<file path="config.mk">
export PLATFORM = sky130hd
export DESIGN_NAME = spi_master_param
export DESIGN_NICKNAME = d
export VERILOG_FILES = /design/src/rtl/spi_pkg.sv /design/src/rtl/spi_sclk_gen.sv /design/src/rtl/spi_master_param.sv
export SDC_FILE = /design/constraint.sdc
export NUM_CORES = 1
export LEC_CHECK = 0
export ABC_AREA = 1
export CORE_ASPECT_RATIO = 0.5
export CORE_MARGIN = 5
export CORE_UTILIZATION = 44
export DETAILED_ROUTE_END_ITERATION = 6
export DONT_BUFFER_PORTS = 1
export PLACE_DENSITY_LB_ADDON = 0.25
export SLEW_MARGIN = 40
export SYNTH_ARGS = -nofsm -noshare
export SYNTH_HDL_FRONTEND = slang
export SYNTH_HIERARCHICAL = 1
export SYNTH_SLANG_ARGS = --single-unit
</file>
<file path="constraint.sdc">
create_clock -name BOARD_CLOCK -period 12.35 [get_ports BOARD_CLOCK]
set_input_delay 2.47 -clock BOARD_CLOCK [delete_from_list [all_inputs] [get_ports BOARD_CLOCK]]
set_output_delay 2.47 -clock BOARD_CLOCK [all_outputs]
set_load 0.03 [all_outputs]
</file>
<file path="src/rtl/spi_pkg.sv">
// Shared types and helpers for the parametrised SPI master: FSM states,
// SPI mode encoding, latched transaction config and width/length helpers.
package spi_pkg;

  typedef enum logic [2:0] {
    ST_IDLE,
    ST_SETUP,
    ST_SHIFT,
    ST_HOLD,
    ST_DONE
  } spi_state_e;

  // Mode number is {CPOL, CPHA}.
  typedef enum logic [1:0] {
    SPI_MODE_0 = 2'b00,
    SPI_MODE_1 = 2'b01,
    SPI_MODE_2 = 2'b10,
    SPI_MODE_3 = 2'b11
  } spi_mode_e;

  typedef struct packed {
    spi_mode_e mode;
    logic      lsb;
  } spi_cfg_t;

  // Ceiling log2 with a floor of 1 so every derived vector has a legal width.
  function automatic int spi_clog2(input int n);
    int w;
    w = 1;
    while ((1 << w) < n) w++;
    return w;
  endfunction

  // A zero or oversized bit count means "full word".
  function automatic int spi_clamp_len(input int len, input int max_len);
    return (len == 0 || len > max_len) ? max_len : len;
  endfunction

endpackage

</file>
<file path="src/rtl/spi_sclk_gen.sv">
// SCLK divider: while enabled, toggles SCLK every CLK_DIV cycles and flags the
// leading/trailing edge one cycle ahead so the master acts on the same edge.
module spi_sclk_gen
  import spi_pkg::*;
#(
  parameter int CLK_DIV = 4
) (
  input  logic clk,
  input  logic rst,
  input  logic en,
  input  logic cpol,
  output logic lead_stb,
  output logic trail_stb,
  output logic sclk
);

  localparam int DIV_W = spi_clog2(CLK_DIV);

  logic [DIV_W-1:0] div_cnt;
  logic             phase;
  logic             half_end;

  assign half_end  = en && (div_cnt == DIV_W'(CLK_DIV - 1));
  assign lead_stb  = half_end && !phase;
  assign trail_stb = half_end &&  phase;

  // NOTE: sequential state uses non-blocking assignments so every register
  // samples pre-edge values regardless of statement order.
  always_ff @(posedge clk or posedge rst) begin
    if (rst) begin
      div_cnt <= '0;
      phase   <= 1'b0;
      sclk    <= 1'b0;
    end else if (!en) begin
      div_cnt <= '0;
      phase   <= 1'b0;
      sclk    <= cpol;
    end else if (half_end) begin
      div_cnt <= '0;
      phase   <= !phase;
      sclk    <= !sclk;
    end else begin
      div_cnt <= div_cnt + DIV_W'(1);
    end
  end

endmodule

</file>
<file path="src/rtl/spi_master_param.sv">
// Parametrised SPI master: one transaction at a time with per-transaction
// length, CPOL/CPHA, bit order and slave select; start/done/busy host handshake.
module spi_master_param
  import spi_pkg::*;
#(
  parameter  int DATA_W  = 32,
  parameter  int NUM_CS  = 3,
  parameter  int CLK_DIV = 4,
  parameter  int CS_GAP  = 2,
  localparam int SEL_W   = spi_clog2(NUM_CS),
  localparam int LEN_W   = spi_clog2(DATA_W + 1)
) (
  input  logic              BOARD_CLOCK,
  input  logic              RST,
  input  logic              SPI_START_I,
  input  logic [SEL_W-1:0]  SPI_SEL_I,
  input  logic [DATA_W-1:0] SPI_I,
  input  logic [LEN_W-1:0]  SPI_LEN_I,
  input  logic              SPI_CPOL_I,
  input  logic              SPI_CPHA_I,
  input  logic              SPI_LSB_I,
  input  logic              SPI_MISO,
  output logic              SPI_MOSI,
  output logic              SPI_CLK,
  output logic [NUM_CS-1:0] SPI_CSS,
  output logic [DATA_W-1:0] SPI_O,
  output logic              SPI_DONE_O,
  output logic              SPI_ERR_O,
  output logic              SPI_BUSY_O
);

  localparam int               IDX_W    = spi_clog2(DATA_W);
  localparam int               GAP_W    = spi_clog2(CS_GAP);
  localparam logic [SEL_W:0]   NUM_CS_V = (SEL_W + 1)'(NUM_CS);

  spi_state_e        state_q, state_d;
  spi_cfg_t          cfg_q;
  logic [1:0]        mode_bits;
  logic              cpol_q, cpha_q;
  logic [SEL_W-1:0]  sel_q, css_sel;
  logic [DATA_W-1:0] tx_q, rx_q;
  logic [LEN_W-1:0]  len_q, len_c, bit_cnt;
  logic [GAP_W-1:0]  gap_cnt;
  logic              accept, sel_ok, gap_last, last_bit, active_d;
  logic              cpol_idle, lead_stb, trail_stb;

  // Wire position of bit k on the serial line, given order and length.
  function automatic logic [IDX_W-1:0] bit_pos(input logic lsb,
                                               input logic [LEN_W-1:0] len,
                                               input logic [LEN_W-1:0] k);
    logic [LEN_W-1:0] p;
    p = lsb ? k : len - k - LEN_W'(1);
    return p[IDX_W-1:0];
  endfunction

  assign mode_bits = cfg_q.mode;
  assign cpol_q    = mode_bits[1];
  assign cpha_q    = mode_bits[0];
  assign accept    = (state_q == ST_IDLE) && SPI_START_I;
  assign sel_ok    = {1'b0, SPI_SEL_I} < NUM_CS_V;
  assign len_c     = LEN_W'(spi_clamp_len(int'(SPI_LEN_I), DATA_W));
  assign gap_last  = gap_cnt == GAP_W'(CS_GAP - 1);
  assign last_bit  = bit_cnt == len_q - LEN_W'(1);
  // SCLK must sit at the new CPOL from the first SETUP cycle.
  assign cpol_idle = (accept && sel_ok) ? SPI_CPOL_I : cpol_q;
  assign css_sel   = accept ? SPI_SEL_I : sel_q;
  assign active_d  = state_d inside {ST_SETUP, ST_SHIFT, ST_HOLD};

  spi_sclk_gen #(.CLK_DIV(CLK_DIV)) u_sclk_gen (
    .clk       (BOARD_CLOCK),
    .rst       (RST),
    .en        (state_q == ST_SHIFT),
    .cpol      (cpol_idle),
    .lead_stb  (lead_stb),
    .trail_stb (trail_stb),
    .sclk      (SPI_CLK)
  );

  always_ff @(posedge BOARD_CLOCK or posedge RST) begin
    if (RST) state_q <= ST_IDLE;
    else     state_q <= state_d;
  end

  // NOTE: state_d gets a default before the case so no path infers a latch.
  always_comb begin
    state_d = state_q;
    unique case (state_q)
      ST_IDLE:  if (SPI_START_I) state_d = sel_ok ? ST_SETUP : ST_DONE;
      ST_SETUP: if (gap_last) state_d = ST_SHIFT;
      ST_SHIFT: if (trail_stb && last_bit) state_d = ST_HOLD;
      ST_HOLD:  if (gap_last) state_d = ST_DONE;
      ST_DONE:  state_d = ST_IDLE;
      default:  state_d = ST_IDLE;
    endcase
  end

  always_ff @(posedge BOARD_CLOCK or posedge RST) begin
    if (RST) begin
      SPI_MOSI   <= 1'b0;
      SPI_CSS    <= '1;
      SPI_O      <= '0;
      SPI_DONE_O <= 1'b0;
      SPI_ERR_O  <= 1'b0;
      SPI_BUSY_O <= 1'b0;
      cfg_q      <= '0;
      sel_q      <= '0;
      tx_q       <= '0;
      rx_q       <= '0;
      len_q      <= '0;
      bit_cnt    <= '0;
      gap_cnt    <= '0;
    end else begin
      SPI_BUSY_O <= state_d != ST_IDLE;
      SPI_DONE_O <= state_d == ST_DONE;
      SPI_ERR_O  <= accept && !sel_ok;
      SPI_CSS    <= active_d ? ~(NUM_CS'(1) << css_sel) : '1;

      if (state_d != state_q)
        gap_cnt <= '0;
      else if (state_q == ST_SETUP || state_q == ST_HOLD)
        gap_cnt <= gap_cnt + GAP_W'(1);

      if (accept && sel_ok) begin
        sel_q    <= SPI_SEL_I;
        tx_q     <= SPI_I;
        len_q    <= len_c;
        cfg_q    <= '{mode: spi_mode_e'({SPI_CPOL_I, SPI_CPHA_I}), lsb: SPI_LSB_I};
        rx_q     <= '0;
        bit_cnt  <= '0;
        SPI_MOSI <= SPI_I[bit_pos(SPI_LSB_I, len_c, '0)];
      end

      if (lead_stb) begin
        if (cpha_q) SPI_MOSI <= tx_q[bit_pos(cfg_q.lsb, len_q, bit_cnt)];
        else        rx_q[bit_pos(cfg_q.lsb, len_q, bit_cnt)] <= SPI_MISO;
      end

      if (trail_stb) begin
        if (cpha_q)
          rx_q[bit_pos(cfg_q.lsb, len_q, bit_cnt)] <= SPI_MISO;
        else if (!last_bit)
          SPI_MOSI <= tx_q[bit_pos(cfg_q.lsb, len_q, bit_cnt + LEN_W'(1))];
        bit_cnt <= bit_cnt + LEN_W'(1);
      end

      if (state_q == ST_HOLD && state_d == ST_DONE)
        SPI_O <= rx_q;
    end
  end

endmodule

</file>
==> reports/results.ini, run 1 <==
[cells_and_area]
seq_area_um2 = 3210
multi_input_area_um2 = 3390
drive_above_1_share_pct = 11.1
finalNetCount = 965
synthToLayoutAreaGrowth_pct = 11.4
fillerInstances = 1594
diodes = 0
utilization_pct = 49.4

[floorplanning]
dieArea_um2 = 19100
placementRows = 33
fp.dieH_um = 100
die_w_um = 191
ios = 87
core_um2 = 16200
start_util_pct = 44.3

[global_routing]
grt_pass1_wl_mm = 30.8
antenna_found_initial = 0
grt_max_degree = 105
grt_overflow = 0
grt_pass1_vias = 5849
grtUsageTotal_pct = 20.2

[detailed_routing]
vias = 6174
wl_per_cell_um = 16.5
finalWirelength_mm = 18.9
drtPass1Iterations = 5
vias_per_cell = 5.40
drt_iter0_drc = 556
drtAntennaViolNets = 0
route.detailed.drc = 0

[cts]
cts.reportedPaths.clkPinSlew_ns = 0.06
post-cts-setup-buffers = 0
cts.sinks = 128
cts_tree = done
htreeDepth = 4
clk_latency_ns = 0.42
cts_hold_buf = 0
cts_buffers = 17
cts-root-buf = clkbuf_16
cts-resized-gates = 0
clk_path_buf_depth = 2

[place]
place_hpwl_mm = 13.3
dp_slack_ns = 7.12
gp_congestion = 0.995
io_buffer_count = 0

[timing]
setup_tns_ns = 0
post-route-min-period_ns = 4.92
finalCritPeriodShare_pct = 39.8
hold_viol_final = 0
whs_ns = 0.439
setup_ws_ns = 7.43
slew_violations = 0
setup_viol = 0
slew_headroom_pct = 47.4
fin_skew_ns = 0.00909
fmax_mhz = 203
worstMarginPinSlew_ns = 0.789
grt_setup_unrepaired = no

[worst_setup_path]
startpoint_type = primary input
worstPathRequired_ns = 12.65
cp-end-kind = flip-flop
cp_max_fo = 20
setup.worst_path.class = primary input to flip-flop
cp.arrival_ns = 5.22

[logic_synthesis]
synth_seq_area_share_pct = 44.7
synth-edff-count = 0
synthTopCellsByArea = dfrtp_1 (44%), nand2_1 (12%), nand3_1 (6.4%)
synth_nets = 974
synthSimpleGateAreaFrac_pct = 25.1
yosys.area.top_type = dfrtp_1
synth-compound-area-share_pct = 12.4
synth_warnings = 6
ys.flop_type = dfrtp_1
synth_top_area_share_pct = 43.6
synthXorXnorAreaFrac_pct = 1.71
synthTopCellsByCount = nand2_1 (221), dfrtp_1 (125), inv_1 (108), nand3_1 (92), o21ai_0 (80)
synth_top_family_by_area = simple AND/OR/NAND/NOR gates
synth.avg_cell_area_um2 = 7.86
synthDistinctLibCells = 44
async_flop_share_pct = 100
synth.area.mux_share_pct = 5.32
syn_area_um2 = 7170
yosys.area_share.adder_pct = 2.65
yosysMostFrequentCell = nand2_1
postSynthCellCount = 913
ys_ff_latch = 128

[power_and_ir_drop]
max-vdd-ir-drop_mv = 0.115
power_mw = 1.97
leakage_nw = 3.94
p_per_area_nw_per_um2 = 247

[job]
drv_cap = 0

[outcome]
status = completed

[min_path]
hold_class = flip-flop to flip-flop

## area by class of cell
type                            instances  share of cell area [%]
Multi-Input combinational cell        638                    42.4
Sequential cell                       128                    40.1
Timing Repair Buffer                    5                   0.595
Inverter                              114                    5.39
Tap cell                              227                    3.56
Clock buffer                           18                    5.37
Clock inverter                         14                    2.57
## layout by cell type (no fill, tap or decap), drive strengths merged, types with 2 or more instances in the layout
cell / synthesis / layout
a21o: 3 / 3
a21oi: 34 / 34
a22oi: 2 / 2
a31oi: 6 / 6
buf: 14 / 4
bufinv: 0 / 4
clkbuf: 19 / 19
clkinv: 3 / 7
dfrtp: 125 / 125
dfstp: 3 / 3
fa: 2 / 2
ha: 12 / 12
inv: 111 / 116
mux2: 33 / 33
nand2: 228 / 228
nand3: 92 / 92
nand4: 10 / 10
nor2: 74 / 74
nor3: 9 / 9
o2111ai: 2 / 2
o211ai: 7 / 7
o21ai: 94 / 94
o22ai: 7 / 7
or2: 2 / 2
xnor2: 7 / 7
xor2: 7 / 7
## critical path, stage by stage
cell and delay, ns:
nor2_1 0.16, nand3_1 0.09, nand2_1 0.12, nand3_1 0.53, ha_1 0.56, nor2_1 0.38, inv_1 0.23, nand3_1 0.14
nand3_1 0.08, nand3_1 0.11, nand3_1 0.08, nand3_1 0.08, nand2_1 0.07, nand2_1 0.06, nand2_1 0.05
## metrics by stage
step	cells	cell area, um2
after detailed placement	1112	7350
after floorplan	913	7170
after global placement	1112	7340
after global routing	1144	7990
after CTS	1144	7980
final	1144	7990
## power by group
group,switching (mW),internal (mW)
combinational,0.513,0.251
sequential,0.142,0.521
clock,0.203,0.343
total,0.859,1.11
## state kept, by name, summed over array words and instances (netlist names), 3 cells and up
name and cells:
tx_q 32, state_q 3, SPI_CSS 3, bit_cnt 6, rx_q 32, SPI_O 32
len_q 6
## cells by family (layout without fill, tap and decap cells)
family          count (synthesis)  count (layout)
compound gates                159             159
xor+xnor                       14              14
fa+ha+maj                      14              14
buf+inv                       147             151
flops                         128             128
mux                            34              34
simple gates                  417             417
## worst paths after layout
kind	from	cells past startpoint	to	slack, ns
setup / recovery	SPI_LEN_I[0]	15	SPI_MOSI	7.43
hold / removal	u_sclk_gen/div_cnt[0]	1	u_sclk_gen/div_cnt[0]	0.44
setup reg to reg	state_q[0]	10	rx_q[4]	9.02
hold reg to reg	u_sclk_gen/div_cnt[0]	1	u_sclk_gen/div_cnt[0]	0.44
max in group asynchronous	RST	2	tx_q[28]	9.22
min in group asynchronous	RST	1	u_sclk_gen/div_cnt[0]	1.83
## routing by layer
metal	GRT usage, %	vias to the layer above	part of all wire (%)
li1	-	2986	-
met1	30.4	2951	50
met2	29.7	213	42
met3	4.52	24	6.7
met4	4.52	0	0.89
met5	0	-	0
No activity file was read; power rests on OpenSTA's default activity.
==> run 2: changes to the inputs <==
==> constraint.sdc (replaced) <==
create_clock -name BOARD_CLOCK -period 4.9 [get_ports BOARD_CLOCK]
set_input_delay 0.98 -clock BOARD_CLOCK [delete_from_list [all_inputs] [get_ports BOARD_CLOCK]]
set_output_delay 0.98 -clock BOARD_CLOCK [all_outputs]
set_load 0.03 [all_outputs]
==> run 2 against run 1 <==
Register-to-register slack worse by 7.5 ns; sequential share of layout area down 0.11 points; utilization up 0.14 points; non-clock buffer count up 1; wire length down 2.1%; first-iteration DRC count down 12%; cell count unchanged; design area up 0.28%; sequential power rose to 2.5 times the previous value; worst setup slack worse by 6.0 ns; global-route usage down 0.58 points.
==> reports/results.ini, run 2 (synthesis gave the netlist of run 1 again) <==
[timing]
setup_tns_ns = 0
fmax_mhz = 288
fin_skew_ns = 0.0100
worstMarginPinSlew_ns = 0.818
setup_viol = 0
slew_violations = 0
finalCritPeriodShare_pct = 71.0
slew_headroom_pct = 45.1
grt_setup_unrepaired = no
hold_viol_final = 0
post-route-min-period_ns = 3.48

[floorplanning]
dieArea_um2 = 19100
die_w_um = 191
ios = 87
start_util_pct = 44.3
fp.dieH_um = 100
placementRows = 33
core_um2 = 16200

[detailed_routing]
drtPass1Iterations = 5
vias = 6067
drtAntennaViolNets = 0
drt_iter0_drc = 488
finalWirelength_mm = 18.5
vias_per_cell = 5.30
wl_per_cell_um = 16.2
route.detailed.drc = 0

[min_path]
hold_class = primary input to asynchronous set/reset pin

[place]
place_hpwl_mm = 13.1
placed_area_um2 = 7350
gp_congestion = 1.04
io_buffer_count = 0

[cts]
cts_tree = done
clk_path_buf_depth = 2
cts.sinks = 128
clk_latency_ns = 0.41
cts.reportedPaths.clkPinSlew_ns = 0.06
cts_hold_buf = 0
cts-resized-gates = 0
htreeDepth = 4
cts_buffers = 17
post-cts-setup-buffers = 0
cts-root-buf = clkbuf_16

[cells_and_area]
synthToLayoutAreaGrowth_pct = 11.7
design_area_um2 = 8010
finalNetCount = 966
final_cell_mix = nand2_1 (220), dfrtp_1 (125), inv_1 (107)
reg_top3 = SPI_O x32, rx_q x32, tx_q x32
final_common_cell = nand2_1
utilization_pct = 49.5
diodes = 0
drive_above_1_share_pct = 11.2

[power_and_ir_drop]
leakage_nw = 3.96
power_mw = 4.98
p_per_area_nw_per_um2 = 622
max-vdd-ir-drop_mv = 0.251

[worst_setup_path]
r2r_cells = 10
worstPathRequired_ns = 5.21
cp-end-kind = flip-flop
startpoint_type = primary input
setup.worst_path.class = primary input to flip-flop
r2r_end = rx_q[24]
rrSetupSlack_ns = 1.51
cp_max_fo = 20
cp-startpoint = SPI_LEN_I[0]
cp.arrival_ns = 3.78
r2r_start = state_q[2]

[global_routing]
grt_pass1_vias = 5821
grt_overflow = 0
grtUsageTotal_pct = 19.6
grt_max_degree = 104
antenna_found_initial = 0
grt_pass1_wl_mm = 30.0

[outcome]
status = completed

[job]
drv_cap = 0

==> run 2: cell types whose count changed in the layout (fill, tap and decap cells not counted), sizes merged <==
| cell | change |
|---|---|
| inv | -1 |
| bufinv | +1 |
| buf | +2 |
| clkbuf | -2 |
==> run 2: worst max-delay path, cell delays in order <==
cell and delay (ns):
nor2_1 0.17, nand3_1 0.11, nand2_1 0.13, nand3_1 0.52
ha_1 0.56, nor2_1 0.37, inv_1 0.21, nand3_1 0.14
nand3_1 0.08, nand3_1 0.10, nand3_1 0.08, nand3_1 0.14
nand2_1 0.07, nand2_1 0.06, nand2_1 0.04
==> run 2: layout make-up <==
class                   count  area (um2)
clock inverters            14         230
well taps                 227         284
flip-flops and latches    128        3210
fillers                  1586        8170
repair buffers              6        48.8
multi-input cells         638        3390
inverters                 114         430
clock buffers              17         425
==> run 2: worst max path at each step <==
stage,to,cells after the start,slack (ns)
final,SPI_MOSI,15,1.42
after global routing,SPI_MOSI,15,1.16
after CTS,SPI_MOSI,15,1.53
after detailed placement,SPI_MOSI,15,1.10
after global placement,SPI_MOSI,15,1.29
after floorplan,SPI_BUSY_O,1,0.63
==> run 2: per-layer routing <==
metal  up-vias  wire (um)  GRT usage (%)
li1       2992          -              -
met1      2842       9510           30.2
met2       216       7630           28.1
met3        17       1190           3.82
met4         0        159           5.35
met5         -          0              0
==> run 2: per-stage QoR <==
| step | setup slack [ns] | instances | hold WS, ns |
|---|---|---|---|
| 4_1_cts | 1.53 | 1144 | 0.324 |
| 5_1_grt | 1.16 | 1144 | 0.346 |
| 3_5_place_dp | 1.10 | 1113 | 0.440 |
| 3_3_place_gp | 1.29 | 1113 | 0.418 |
| 2_1_floorplan | 0.626 | 913 | 0.408 |
| 6_report | 1.42 | 1144 | 0.337 |
==> run 2: power breakdown <==
group | total [mW] | switching, mW | internal (mW) | leakage (nW)
combinational | 1.91 | 1.28 | 0.633 | 1.94
sequential | 1.66 | 0.343 | 1.31 | 1.70
clock | 1.41 | 0.503 | 0.912 | 0.316
